[src/rtl/ase_fifo_pkg.sv]
// Shared types for the ASE channel FIFO: read-mode select and FWFT head state.
package ase_fifo_pkg;

   typedef enum logic {ASE_FIFO_STD, ASE_FIFO_FWFT} ase_fifo_mode_t;

   typedef enum logic {EMPTY_HEAD, VALID_HEAD} ase_fifo_head_t;

endpackage

[src/rtl/ase_fifo_ram.sv]
// Simple dual-port storage: one write port, one registered read port that holds its
// output while the read enable is low. Deliberately unreset.
module ase_fifo_ram
   import ase_fifo_pkg::*;
#(
   parameter int unsigned DATA_WIDTH = 64,
   parameter int unsigned ADDR_WIDTH = 4
) (
   input  logic                  clk,
   input  logic                  i_wr_en,
   input  logic [ADDR_WIDTH-1:0] i_wr_addr,
   input  logic [DATA_WIDTH-1:0] i_wr_data,
   input  logic                  i_rd_en,
   input  logic [ADDR_WIDTH-1:0] i_rd_addr,
   output logic [DATA_WIDTH-1:0] o_rd_data
);

   logic [DATA_WIDTH-1:0] r_mem [2**ADDR_WIDTH];
   logic [DATA_WIDTH-1:0] r_rd_data;

   always_ff @(posedge clk) begin
      if (i_wr_en) r_mem[i_wr_addr] <= i_wr_data;
      if (i_rd_en) r_rd_data <= r_mem[i_rd_addr];
   end

   assign o_rd_data = r_rd_data;

endmodule

[src/rtl/ase_mode_fifo.sv]
// Single-clock ASE channel FIFO with STD or FWFT read mode, exact occupancy,
// threshold flags and sticky overflow/underflow errors.
module ase_mode_fifo
   import ase_fifo_pkg::*;
#(
   parameter int unsigned    DATA_WIDTH      = 64,
   parameter int unsigned    DEPTH_BASE2     = 4,
   parameter int unsigned    ALMFULL_THRESH  = 12,
   parameter int unsigned    ALMEMPTY_THRESH = 2,
   parameter ase_fifo_mode_t MODE            = ASE_FIFO_STD
) (
   input  logic                  clk,
   input  logic                  rst_n,
   input  logic                  i_wr_en,
   input  logic [DATA_WIDTH-1:0] i_data_in,
   input  logic                  i_rd_en,
   input  logic                  i_err_clr,
   output logic [DATA_WIDTH-1:0] o_data_out,
   output logic                  o_data_out_v,
   output logic                  o_full,
   output logic                  o_alm_full,
   output logic                  o_empty,
   output logic                  o_alm_empty,
   output logic [DEPTH_BASE2:0]  o_count,
   output logic                  o_overflow,
   output logic                  o_underflow,
   output logic [1:0]            o_err_sticky
);

   localparam int unsigned          DEPTH    = 2**DEPTH_BASE2;
   localparam logic [DEPTH_BASE2:0] FULL_CNT = DEPTH[DEPTH_BASE2:0];
   localparam logic [DEPTH_BASE2:0] AF_CNT   = ALMFULL_THRESH[DEPTH_BASE2:0];
   localparam logic [DEPTH_BASE2:0] AE_CNT   = ALMEMPTY_THRESH[DEPTH_BASE2:0];

   if (ALMFULL_THRESH > DEPTH) begin : g_chk_af
      $error("%m: ALMFULL_THRESH exceeds FIFO capacity");
   end
   if (ALMEMPTY_THRESH >= ALMFULL_THRESH) begin : g_chk_ae
      $error("%m: ALMEMPTY_THRESH must be below ALMFULL_THRESH");
   end

   logic [DEPTH_BASE2-1:0] r_wr_ptr;
   logic [DEPTH_BASE2-1:0] r_rd_ptr;
   logic [DEPTH_BASE2:0]   r_count;
   ase_fifo_head_t         r_head;
   logic                   r_std_v;
   logic                   r_seen;
   logic                   r_ovf;
   logic                   r_udf;
   logic [1:0]             r_err;

   logic                   w_head_v;
   logic                   w_full;
   logic                   w_empty;
   logic                   w_wr_ok;
   logic                   w_rd_ok;
   logic                   w_ram_rd;
   logic [DEPTH_BASE2:0]   w_ram_words;
   logic [DATA_WIDTH-1:0]  w_ram_q;

   assign w_head_v    = (MODE == ASE_FIFO_FWFT) && (r_head == VALID_HEAD);
   assign w_full      = (r_count == FULL_CNT);
   assign w_empty     = (MODE == ASE_FIFO_FWFT) ? !w_head_v : (r_count == '0);
   assign w_wr_ok     = i_wr_en && !w_full;
   assign w_rd_ok     = i_rd_en && !w_empty;
   // In FWFT mode the head word lives in the RAM read register, not in the array.
   assign w_ram_words = r_count - {{DEPTH_BASE2{1'b0}}, w_head_v};
   assign w_ram_rd    = (MODE == ASE_FIFO_FWFT) ?
                        ((!w_head_v || w_rd_ok) && (w_ram_words != '0)) : w_rd_ok;

   ase_fifo_ram #(
      .DATA_WIDTH (DATA_WIDTH),
      .ADDR_WIDTH (DEPTH_BASE2)
   ) u_ram (
      .clk       (clk),
      .i_wr_en   (w_wr_ok),
      .i_wr_addr (r_wr_ptr),
      .i_wr_data (i_data_in),
      .i_rd_en   (w_ram_rd),
      .i_rd_addr (r_rd_ptr),
      .o_rd_data (w_ram_q)
   );

   always_ff @(posedge clk or negedge rst_n) begin
      if (!rst_n) begin
         r_wr_ptr <= '0;
         r_rd_ptr <= '0;
         r_count  <= '0;
         r_std_v  <= 1'b0;
         r_seen   <= 1'b0;
         r_ovf    <= 1'b0;
         r_udf    <= 1'b0;
         r_err    <= 2'b00;
      end else begin
         if (w_wr_ok) r_wr_ptr <= r_wr_ptr + 1'b1;
         if (w_ram_rd) r_rd_ptr <= r_rd_ptr + 1'b1;
         if (w_wr_ok && !w_rd_ok) r_count <= r_count + 1'b1;
         else if (!w_wr_ok && w_rd_ok) r_count <= r_count - 1'b1;
         // Unreset RAM output is masked until the first fetch lands in it.
         if (w_ram_rd) r_seen <= 1'b1;
         r_std_v  <= w_rd_ok;
         r_ovf    <= i_wr_en && w_full;
         r_udf    <= i_rd_en && w_empty;
         r_err[1] <= (i_wr_en && w_full) || (r_err[1] && !i_err_clr);
         r_err[0] <= (i_rd_en && w_empty) || (r_err[0] && !i_err_clr);
      end
   end

   always_ff @(posedge clk or negedge rst_n) begin
      if (!rst_n) begin
         r_head <= EMPTY_HEAD;
      end else if (MODE == ASE_FIFO_FWFT) begin
         case (r_head)
            EMPTY_HEAD: if (w_ram_rd) r_head <= VALID_HEAD;
            VALID_HEAD: if (w_rd_ok && !w_ram_rd) r_head <= EMPTY_HEAD;
            default:    r_head <= EMPTY_HEAD;
         endcase
      end
   end

`ifndef SYNTHESIS
   always_ff @(posedge clk) begin
      if (r_ovf) $display("%m: overflow, write dropped");
      if (r_udf) $display("%m: underflow, read dropped");
   end
`endif

   assign o_data_out   = r_seen ? w_ram_q : '0;
   assign o_data_out_v = (MODE == ASE_FIFO_FWFT) ? w_head_v : r_std_v;
   assign o_full       = w_full;
   assign o_alm_full   = (r_count >= AF_CNT);
   assign o_empty      = w_empty;
   assign o_alm_empty  = (r_count <= AE_CNT);
   assign o_count      = r_count;
   assign o_overflow   = r_ovf;
   assign o_underflow  = r_udf;
   assign o_err_sticky = r_err;

endmodule

[config.mk]
export PLATFORM = sky130hd
export DESIGN_NAME = ase_mode_fifo
export DESIGN_NICKNAME = d
export VERILOG_FILES = /design/src/rtl/ase_fifo_pkg.sv /design/src/rtl/ase_fifo_ram.sv /design/src/rtl/ase_mode_fifo.sv
export SDC_FILE = /design/constraint.sdc
export NUM_CORES = 1
export LEC_CHECK = 0
export ABC_AREA = 0
export CORE_ASPECT_RATIO = 1.5
export CORE_MARGIN = 1.5
export CORE_UTILIZATION = 55
export DETAILED_ROUTE_END_ITERATION = 16
export PLACE_DENSITY = 0.78
export RECOVER_POWER = 25
export SLEW_MARGIN = 5
export SYNTH_ARGS = -nofsm -noshare
export SYNTH_HDL_FRONTEND = slang
export SYNTH_HIERARCHICAL = 1
export SYNTH_SLANG_ARGS = --single-unit
[constraint.sdc]
create_clock -name clk -period 7.2 [get_ports clk]
set_clock_uncertainty 0.2 [all_clocks]
set_input_delay 1.08 -clock clk [delete_from_list [all_inputs] [get_ports clk]]
set_output_delay 1.08 -clock clk [all_outputs]
set_load 0.005 [all_outputs]
==> results.md <==
- Critical Path AT: 4.49 ns
- First-pass GRT wire length: 137,000 µm
- CP startpoint kind: input pin
- Ys async rst share: 0.0172
- Die area: 77,400 µm²
- Number of buffers created by CTS: 93
- CTS tree: built
- Tot Pwr: 18.8 mW
- Fillers: 4,708
- Crit path required time: 7.28 ns
- Initial antenna violation count: 6
- Number of global-route vias before repair: 21,200
- Share of cells above drive strength 1: 0.223
- Routed WL: 91,500 µm
- Die width: 228 µm
- Mean Syn Cell Area: 23.0 µm²
- Clk_lat worst skew: 0.66 ns
- PortBufs: 146
- Placer Congestion: 0.749
- Iter 0 DRT Violations: 2,042
- Fin cells: 3,069
- DRC viols: 0
- Crit. End Element: flop
- Most common cell after layout, fill and taps aside: edfxtp_1
- Synth warn: 6
- Vias per cell: 6.39
- Fmax: 227 MHz
- Congestion Overflow GR: 0
- Core area: 74,900 µm²
- Sum Neg Setup Slack: 0 ns
- RSZ-0062 raised after global routing: false
- Starting Density: 0.556
- Synth Register Bits: 1,107
- Remaining antenna violation count after routing: 0
- Die H: 340 µm
- Post-synth EDFFs: 1,088
- Sequential fraction of the synthesis area: 0.796
- Max Cap Violations: 0
- Row Count: 123
- Routed WL per cell: 29.8 µm
- Synthesized cell area: 41,700 µm²
- Worst hold path type: reg -> reg
- DP Cell Count: 2,893
- Post-CTS Hold Buffers: 0
- Type of the worst setup path: in -> reg
- Synth Net Count: 1,883
- # setup viols final: 0
- Routed vias: 19,600
- Slew HR: 0.221
- Tmin final: 4.41 ns
- Reg clk slew, reported paths: 0.07 ns
- Power per cell area: 396 nW/µm²
- Global Route Usage Sum: 0.245
- Sink Count: 1,107
- H-tree Lvls: 3
- Sequential cell area: 33,200 µm²
- Most frequent cells in the layout: 1,088 x edfxtp_1, 256 x mux4_2, 128 x a22oi_1, 105 x clkdlybuf4s50_1, 97 x clkbuf_16
- I/O pin count: 147
- Worst Path Max Fanout: 38
- First-pass DRT Iterations: 5
- Top FF cell, synth: edfxtp_1
- Final Max Tran Viols: 0
- Largest net degree at the start of global routing: 152
- Area of the multi-input gates: 8110 µm²
- Root Driver: clkbuf_16
- CTS max path bufs: 3
- Peak supply drop: 0.371 mV
- Hpwl dp: 46,500 µm
- Final Hold Fails: 0
- Post-Synthesis Cells: 1,807
- Setup bufs post-CTS: 0
- Outcome: completed
- Post-route clock period utilization: 0.612
- Leakage: 15.0 nW
- Post-synth cell types: 42
- Nets@finish: 2,064
- PostCTS Resize Cnt: 0
- Worst slew pin tran: 1.17 ns
- Area grow syn2layout: 14.1%
cell usage after synthesis (5+ instances only):
cell      number  area [µm²]
a22oi_1      128         961
xor2_1         5        43.8
nand2_1       69         259
clkbuf_1      44         165
ha_1           6        75.1
a21oi_1        9        45.0
buf_1         17        63.8
buf_2         14        70.1
mux4_2       256        5770
buf_6         13         146
and2_1        66         413
nor3_1         7        35.0
buf_4          6        45.0
dfrtp_1       19         475
edfxtp_1    1088       32700
nor2_1        14        52.6
sequential cells by signal, indices dropped and copies added (netlist names):
signal and cells:
r_wr_ptr 4, o_underflow 1, o_count 5, r_rd_ptr 4, o_data_out_v 1, u_ram/o_rd_data 64
o_err_sticky 2, o_overflow 1, u_ram/r_mem 1024, r_seen 1
kinds of logic after synthesis:
family | after synthesis | share of synthesized area
AO/OA/AOI/OAI | 147 | 0.0263
XOR/XNOR | 8 | 0.00168
multiplexers | 260 | 0.140
flip-flops | 1107 | 0.796
AND/OR/NAND/NOR | 180 | 0.0223
adder cells (fa/ha/maj) | 7 | 0.00228
buffers and inverters | 98 | 0.0121
critical path: stages:
cell and delay, ns:
clkdlybuf4s50_1 0.53, a21boi_1 0.70, nand3b_1 0.50, nor2_4 0.90, buf_4 0.73
power by group:
group          internal (mW)  leakage (nW)  switching [mW]
clock                   2.99          1.54            2.27
combinational           2.34          3.34            2.73
sequential              8.10          10.1           0.401
metrics by stage:
stage | setup slack (ns) | utilization | cell area [µm²] | hold WS [ns]
3_3_place_gp | 2.41 | 0.592 | 44300 | 0.261
6_report | 2.79 | 0.634 | 47500 | 0.299
5_1_grt | 2.73 | 0.634 | 47500 | 0.322
3_5_place_dp | 2.25 | 0.592 | 44300 | 0.289
2_1_floorplan | 0.0916 | - | 41700 | 0.273
4_1_cts | 2.93 | 0.634 | 47600 | 0.304
final timing paths:
path	startpoint	endpoint	slack, ns	cells after the start
hold reg to reg	o_err_sticky[1]$_DFF_PN0_	o_err_sticky[1]$_DFF_PN0_	0.30	1
setup / recovery	i_wr_en	u_ram/r_mem[7][18]$_DFFE_PP_	2.79	5
hold / removal	o_err_sticky[1]$_DFF_PN0_	o_err_sticky[1]$_DFF_PN0_	0.30	1
min in group asynchronous	rst_n	r_wr_ptr[1]$_DFFE_PN0P_	0.72	1
setup reg to reg	o_count[0]$_DFFE_PN0P_	u_ram/r_mem[7][18]$_DFFE_PP_	3.05	5
max in group asynchronous	rst_n	r_rd_ptr[1]$_DFFE_PN0P_	5.42	1
final cells by class:
type	count	area share
Inverter	4	0.000342
Antenna cell	2	0.000105
Clock buffer	112	0.0523
Clock inverter	62	0.0154
Tap cell	1000	0.0263
Timing Repair Buffer	180	0.0374
Multi-Input combinational cell	602	0.171
Sequential cell	1107	0.698
per-layer routing:
layer	wire length [µm]	track usage	part of all wire
met2	48700	0.419	0.53
met4	3430	0.105	0.037
met1	33300	0.314	0.36
met3	6050	0.0346	0.066
met5	22	0	0.00024
Note: power is estimated with default switching activity, not from simulation.
